## src/rtl/apb_rr_arbiter.sv

```systemverilog
// Round-robin arbiter serialising several APB requesters onto one APB master port.
// Request capture and response are registered; a bounded wait counter aborts hung accesses.
module apb_rr_arbiter #(
  parameter int NB_REQ         = 2,
  parameter int APB_ADDR_WIDTH = 32,
  parameter int APB_DATA_WIDTH = 32,
  parameter int TIMEOUT_CYCLES = 255
) (
  input  logic                               clk_i,
  input  logic                               rst_i,
  input  logic [NB_REQ-1:0]                  req_psel_i,
  input  logic [NB_REQ-1:0]                  req_penable_i,
  input  logic [NB_REQ-1:0]                  req_pwrite_i,
  input  logic [NB_REQ*APB_ADDR_WIDTH-1:0]   req_paddr_i,
  input  logic [NB_REQ*APB_DATA_WIDTH-1:0]   req_pwdata_i,
  output logic [APB_DATA_WIDTH-1:0]          req_prdata_o,
  output logic [NB_REQ-1:0]                  req_pready_o,
  output logic [NB_REQ-1:0]                  req_pslverr_o,
  output logic                               psel_o,
  output logic                               penable_o,
  output logic                               pwrite_o,
  output logic [APB_ADDR_WIDTH-1:0]          paddr_o,
  output logic [APB_DATA_WIDTH-1:0]          pwdata_o,
  input  logic [APB_DATA_WIDTH-1:0]          prdata_i,
  input  logic                               pready_i,
  input  logic                               pslverr_i,
  output logic [NB_REQ-1:0]                  grant_o,
  output logic                               timeout_o
);

  localparam int PW  = (NB_REQ > 1) ? $clog2(NB_REQ) : 1;
  localparam int PW1 = PW + 1;
  localparam int CW  = (TIMEOUT_CYCLES > 0) ? $clog2(TIMEOUT_CYCLES + 1) : 1;

  typedef enum logic [1:0] {IDLE, SETUP, ACCESS, RESP} state_t;

  state_t                      r_state;
  state_t                      w_state_next;
  logic [PW-1:0]               r_rr_ptr;
  logic [PW-1:0]               r_owner;
  logic [NB_REQ-1:0]           r_grant;
  logic [APB_ADDR_WIDTH-1:0]   r_paddr;
  logic [APB_DATA_WIDTH-1:0]   r_pwdata;
  logic                        r_pwrite;
  logic [APB_DATA_WIDTH-1:0]   r_prdata;
  logic                        r_pslverr;
  logic                        r_timeout;
  logic [CW-1:0]               r_wait_cnt;

  logic                        w_any_pending;
  logic [PW-1:0]               w_win_idx;
  logic [PW1-1:0]              w_cand;
  logic                        w_timeout;
  logic                        w_psel;
  logic                        w_penable;
  logic [PW-1:0]               w_rr_next;
  logic                        w_unused;

  logic [APB_ADDR_WIDTH-1:0]   w_paddr_arr  [NB_REQ];
  logic [APB_DATA_WIDTH-1:0]   w_pwdata_arr [NB_REQ];

  // Only psel marks a pending request; penable carries no arbitration meaning.
  assign w_unused = ^req_penable_i;

  genvar gi;
  generate
    for (gi = 0; gi < NB_REQ; gi++) begin : g_req
      assign w_paddr_arr[gi]   = req_paddr_i[gi*APB_ADDR_WIDTH +: APB_ADDR_WIDTH];
      assign w_pwdata_arr[gi]  = req_pwdata_i[gi*APB_DATA_WIDTH +: APB_DATA_WIDTH];
      assign req_pready_o[gi]  = (r_state == RESP) & r_grant[gi];
      assign req_pslverr_o[gi] = (r_state == RESP) & r_grant[gi] & r_pslverr;
    end
  endgenerate

  // First pending index at or after r_rr_ptr, wrapping modulo NB_REQ.
  always_comb begin
    w_any_pending = 1'b0;
    w_win_idx     = '0;
    w_cand        = '0;
    for (int i = 0; i < NB_REQ; i++) begin
      w_cand = {1'b0, r_rr_ptr} + PW1'(i);
      if (w_cand >= PW1'(NB_REQ)) begin
        w_cand = w_cand - PW1'(NB_REQ);
      end
      if (!w_any_pending && req_psel_i[w_cand[PW-1:0]]) begin
        w_any_pending = 1'b1;
        w_win_idx     = w_cand[PW-1:0];
      end
    end
  end

  assign w_timeout = (TIMEOUT_CYCLES != 0) && (r_wait_cnt == CW'(TIMEOUT_CYCLES)) && !pready_i;
  assign w_rr_next = (r_owner == PW'(NB_REQ - 1)) ? '0 : r_owner + PW'(1);

  always_ff @(posedge clk_i) begin
    if (rst_i) begin
      r_state <= IDLE;
    end else begin
      r_state <= w_state_next;
    end
  end

  always_comb begin
    w_state_next = r_state;
    w_psel       = 1'b0;
    w_penable    = 1'b0;
    case (r_state)
      IDLE: begin
        if (w_any_pending) w_state_next = SETUP;
      end
      SETUP: begin
        w_psel       = 1'b1;
        w_state_next = ACCESS;
      end
      ACCESS: begin
        w_psel    = 1'b1;
        w_penable = 1'b1;
        if (pready_i || w_timeout) w_state_next = RESP;
      end
      RESP: begin
        w_state_next = IDLE;
      end
      default: w_state_next = IDLE;
    endcase
  end

  always_ff @(posedge clk_i) begin
    if (rst_i) begin
      r_rr_ptr   <= '0;
      r_owner    <= '0;
      r_grant    <= '0;
      r_paddr    <= '0;
      r_pwdata   <= '0;
      r_pwrite   <= 1'b0;
      r_prdata   <= '0;
      r_pslverr  <= 1'b0;
      r_timeout  <= 1'b0;
      r_wait_cnt <= '0;
    end else begin
      r_timeout <= 1'b0;
      case (r_state)
        IDLE: begin
          if (w_any_pending) begin
            r_grant  <= {{(NB_REQ-1){1'b0}}, 1'b1} << w_win_idx;
            r_owner  <= w_win_idx;
            r_paddr  <= w_paddr_arr[w_win_idx];
            r_pwdata <= w_pwdata_arr[w_win_idx];
            r_pwrite <= req_pwrite_i[w_win_idx];
          end
        end
        SETUP: begin
          r_wait_cnt <= '0;
        end
        ACCESS: begin
          // A real response in the timeout cycle takes priority over the abort.
          if (pready_i) begin
            r_prdata  <= prdata_i;
            r_pslverr <= pslverr_i;
          end else if (w_timeout) begin
            r_prdata  <= '0;
            r_pslverr <= 1'b1;
            r_timeout <= 1'b1;
          end
          if (r_wait_cnt != '1) r_wait_cnt <= r_wait_cnt + CW'(1);
        end
        RESP: begin
          r_grant  <= '0;
          r_rr_ptr <= w_rr_next;
        end
        default: ;
      endcase
    end
  end

  assign psel_o       = w_psel;
  assign penable_o    = w_penable;
  assign pwrite_o     = r_pwrite;
  assign paddr_o      = r_paddr;
  assign pwdata_o     = r_pwdata;
  assign req_prdata_o = r_prdata;
  assign grant_o      = r_grant;
  assign timeout_o    = r_timeout;

endmodule

```

## config.mk

```make
export PLATFORM = sky130hd
export DESIGN_NAME = apb_rr_arbiter
export DESIGN_NICKNAME = d
export VERILOG_FILES = /design/src/rtl/apb_rr_arbiter.sv
export SDC_FILE = /design/constraint.sdc
export NUM_CORES = 1
export LEC_CHECK = 0
export ABC_CLOCK_PERIOD_IN_PS = 1500
export CORE_MARGIN = 1.5
export CORE_UTILIZATION = 30
export DETAILED_ROUTE_END_ITERATION = 10
export PLACE_DENSITY = 0.74
export SYNTH_ARGS = -nofsm -noshare
export SYNTH_HDL_FRONTEND = slang
export SYNTH_SLANG_ARGS = --single-unit
```

## constraint.sdc

```tcl
create_clock -name clk_i -period 1.5 [get_ports clk_i]
set_input_delay 0.225 -clock clk_i [delete_from_list [all_inputs] [get_ports clk_i]]
set_output_delay 0.225 -clock clk_i [all_outputs]
set_load 0.03 [all_outputs]
```

# After elaboration in Yosys (flattened, before gate mapping)
# Cells that the tools add are included.
[word_totals] reg_bits=113 input_bits=170 output_inout_bits=106 wordCells=86
[classes] addsub=5 order_cmp=6 n_eq_ne=8 shifts=1 mux=33 bitwise_logic=6 n_reduce_logical=16
[op_table] op="$mux W32" n=8
[op_table] op="$mux W1" n=18
[op_table] op="$pmux W8 S2" n=1
[op_table] op="$reduce_and A2 Y1" n=5
[op_table] op="$add A8 B1 Y8 const B" n=1
[op_table] op="$eq A8 B8 Y1 const B" n=1
[op_table] op="$mux W8" n=1
[op_table] op="$ne A8 B8 Y1 const B" n=1
[op_table] op="$pmux W2 S4" n=1
[op_table] op="$lt A1 B2 Y1 const B" n=3
[op_table] op="$mux W2" n=3
[op_table] op="$ne A2 B2 Y1 const B" n=3
[op_table] op="$reduce_bool A2 Y1" n=3
[op_table] op="$and A1 B1 Y1" n=4
[op_table] op="$eq A2 B2 Y1 const B" n=2
[op_table] op="$ge A2 B2 Y1 const B" n=2
[op_table] op="$pmux W2 S2" n=1
[op_table] op="$reduce_or A3 Y1" n=1
[op_table] op="$add A1 B1 Y2 const B" n=1
[op_table] op="$eq A2 B1 Y1 const B" n=1
[op_table] op="$ge A1 B2 Y1 const B" n=1
[op_table] op="$logic_and A1 B1 Y1" n=2
[op_table] op="$logic_not A1 Y1" n=2
[op_table] op="$logic_not A2 Y1" n=1
[op_table] op="7 further kinds" n=8

# Logic depth before layout (Yosys ltp)
[depth] depth_word=12 ltp_mapped=7 mapped_depth_nobuf=6

# Least setup slack after synthesis
# Ideal clock, no wire load.
[synth_path] kind="register to register" startpoint="register r_state[0]" endpoint="register r_prdata[0], in the netlist req_prdata_o[0]" setup_ns=0.060 t_arrival_ns=1.717 required_ns=1.440 slack_ns=-0.277 stages_incl_launch_ff=8 path_buffers=2 synth_period_minus_slack_ns=1.777 path_cell_list="dfxtp_1 > inv_1 > ha_1 > buf_2 > nand2_1 > nor2_1 > buf_2 > a22o_1"
[synth_via] elab_chain_cells=2
[synth_lines] item="from (decl)" line="37" rtl="state_t r_state;"
[synth_lines] item="from (signal assigned)" line="99" rtl="r_state <= w_state_next;"
[synth_lines] item="$eq A2 B2 Y1" line="141" rtl="case (r_state)"
[synth_lines] item="$reduce_and A2 Y1 (no line)"
[synth_lines] item="to (signal assigned)" line="157" rtl="r_prdata <= prdata_i;"
[synth_lines] item="to (decl)" line="45" rtl="logic [APB_DATA_WIDTH-1:0] r_prdata;"
# Every way passes these cells.
# A chain may end at the register's enable or synchronous reset.

# Worst setup path after layout
[layout_path] startpoint="register r_state[1]" endpoint="output req_pslverr_o[1]"
[layout_via] elab_chain_cells=3
[layout_lines] item="$eq A2 B2 Y1" line="71" rtl="assign req_pslverr_o[gi] = (r_state == RESP) & r_grant[gi] & r_pslverr;"
[layout_lines] item="$and A1 B1 Y1 (2 in a row)" line="71"
[layout_lines] item="to (decl)" line="18" rtl="output logic [NB_REQ-1:0] req_pslverr_o,"
# Every way passes these cells.

==> impl_metrics.ini <==
[sta]
period_minus_slack_ns = 1.565
whs_ns = 0.2459
finalMaxSlewViolations = 0
fin_worst_skew_ns = 0.01635
rsz0062_at_grt = true
fin_ws_ns = -0.06484
finalCritPeriodShare = 1.043
max_freq_mhz = 639.0
worst_slew_pin_slew_ns = 0.3834
timing.slew.headroom = 0.7444
setup_viol = 28
hold_viol_final = 0
fin_setup_tns_ns = -0.8467

[synthesis]
synth_cell_types = 39
yosysSeqAreaShare = 0.5036
postSynthAreaPerCell_um2 = 10.35
synth_nets = 610
synth_top_cell_by_area = dfxtp_1
netlist_instances = 434
ys_top_cells_by_area = dfxtp_1, mux2i_1, a222oi_1
ys_ff_latch = 113
yosysTopAreaCellShare = 0.5036
synth_edf_count = 0
yosysMostFrequentCell = dfxtp_1
synth_common_cells = dfxtp_1, nor2_1, a211oi_1, mux2i_1, a22o_1
synth_ff_type = dfxtp_1
synth_area_um2 = 4492
synthArstFlopShare = 0
yosysWarningCount = 0

[worst_setup_path]
crit_arrival_ns = 1.34
path_common_cell = buf_6
crit_fanout = 5
crit_chain = buf_6 > ha_4 > and3_4 > buf_6
cp_num_buf_inv = 2
cp_slowest_cell = dfxtp_2
cp.required_ns = 1.27
cp-start-kind = flip-flop
endpoint_kind = output pin
critical_path_class = reg -> out
cpPeakStageDelay_ns = 0.33
cp_top_family = flip-flops

[clock_network]
clockBufferDepth = 2
clock_sinks = 113
clk_pin_slew_ns = 0.05
clock_latency_ns = 0.41
tritoncts.num_buffers = 17
cts_tree = built
cts_hold_buf = 0
cts_root_buffer = clkbuf_16
htree_levels = 4

[floorplan]
die_area_um2 = 15720
initial_utilization = 0.3079
core_area_um2 = 14590
die_x_um = 125.4
die_h_um = 125.4
io-pin-count = 276
rows = 44

[drt]
drc = 0
wl_um = 16030
wl_per_cell_um = 17.06
ant_nets = 0
vias = 4762
avgViaCountPerCell = 5.066
drtIter0Drc = 220
first_pass_iters = 8

[layout]
synthToLayoutAreaGrowth_pct = 92.06
drive_gt1_frac = 0.1759
fin_util = 0.5913
fin_cells = 940
layout.nets = 920
diodes = 0
nFillCells = 1243

[grt]
grt_usage = 0.1912
grt.overflow.total = 0
first_global_vias = 4818
grt_max_degree = 71
antenna_found_initial = 0
grt_pass1_wl_um = 23910

[power]
switching_share = 0.3596
power_w = 0.01477
vdd_drop_max_mv = 0.9172
power_frac_clock = 0.283
combPwrFrac = 0.442
leakagePower_nw = 3.854
p_sw_w = 0.005311
power.internal_w = 0.009457
seqPwrFrac = 0.275
power_density_nw_per_um2 = 1712

[placement]
io_buffers = 273
routabilityCongestion = 0.7641
hpwl_um = 10640
dp_cells = 890

[worst_hold_path]
hold_path_class = in -> reg

[status]
violations = setup timing
outcome = complete, but fails checks

[run]
max-cap-violations = 0
-- worst paths after layout --
check	startpoint	endpoint	slack, ns	depth (start not counted)
min reg2reg	req_prdata_o[12]	req_prdata_o[12]	0.47	1
max	r_state[1]	req_pslverr_o[1]	-0.06	4
max reg2reg	r_state[1]	req_prdata_o[5]	-0.05	8
min	rst_i	grant_o[0]	0.25	2
-- kinds of logic (layout without fill, tap and decap cells) --
| logic type | after synthesis | after routing | share of synthesized area |
|---|---|---|---|
| DFF | 113 | 113 | 0.5036 |
| muxes | 36 | 36 | 0.08022 |
| and+or+nand+nor | 113 | 113 | 0.1125 |
| adders and majority gates | 6 | 6 | 0.01671 |
| AOI/OAI and AO/OA | 122 | 122 | 0.2292 |
| buffers and inverters | 41 | 363 | 0.05181 |
| xor gates and xnor gates | 3 | 3 | 0.005851 |
-- through the flow --
stage          worst slack [ns]  cell area (um2)
2_1_floorplan          0.005245             4519
3_3_place_gp            -0.2415             7627
3_5_place_dp            -0.3172             7627
4_1_cts                -0.08421             8398
5_1_grt                 -0.1092             8627
6_report               -0.06484             8627
-- sequential cells by signal (all words and copies together), names as in the netlist, 2 cells and up --
name and cells:
paddr_o 32, grant_o 2, r_wait_cnt 8, req_prdata_o 32, r_state 2, pwdata_o 32
-- routing by layer --
| metal | share of wire | GRT usage | routed length, um | up-vias |
|---|---|---|---|---|
| li1 | - | - | - | 2271 |
| met5 | 0 | 0 | 0 | - |
| met1 | 0.39 | 0.2001 | 6228 | 2271 |
| met3 | 0.069 | 0.06718 | 1100 | 19 |
| met4 | 0.018 | 0.07888 | 284 | 0 |
| met2 | 0.53 | 0.3475 | 8420 | 201 |
-- area by class of cell --
type	instances	area (um2)	area share
sequential	113	2268	0.2629
clock buffer	21	450.4	0.05221
inverter	5	18.77	0.002175
timing repair buffer	327	3328	0.3858
clock inverter	10	160.2	0.01856
multi-input combinational	280	2171	0.2516
tap	184	230.2	0.02669
-- cells in the final DEF (no fill, tap or decap), types with 3 or more instances in the layout --
| master | count |
|---|---|
| clkdlybuf4s50_1 | 166 |
| mux2i_1 | 36 |
| dfxtp_2 | 5 |
| clkbuf_1 | 3 |
| a21oi_1 | 6 |
| a211oi_2 | 5 |
| buf_4 | 26 |
| nand2_1 | 5 |
| bufinv_16 | 4 |
| nand2b_1 | 6 |
| a21oi_2 | 4 |
| dfxtp_1 | 108 |
| nor2_1 | 75 |
| inv_2 | 4 |
| and3_4 | 3 |
| nor3_1 | 5 |
| buf_12 | 9 |
| a211oi_1 | 33 |
| a22o_1 | 32 |
| clkbuf_16 | 24 |
| a222oi_1 | 30 |
| nand4_1 | 4 |
| buf_6 | 15 |
| ha_4 | 4 |
| dlygate4sd2_1 | 99 |
| clkinvlp_4 | 4 |
-- power by group through the flow --
stage	Clock [W]	Combinational (W)	Sequential, W
floorplan	0	0.00213	0.00528
global placement	0	0.00585	0.00408
detailed placement	0	0.00598	0.00410
CTS	0.00427	0.00602	0.00406
global route	0.00440	0.00696	0.00415
finish	0.00418	0.00653	0.00406
-- timing repair --
item	4_1_cts	5_1_grt
buffers inserted	8	2
pin swaps	14	30
setup endpoints to repair	196	100
cloned	3	8
resized for setup	136	19
Note: power is estimated with default switching activity, not from simulation.
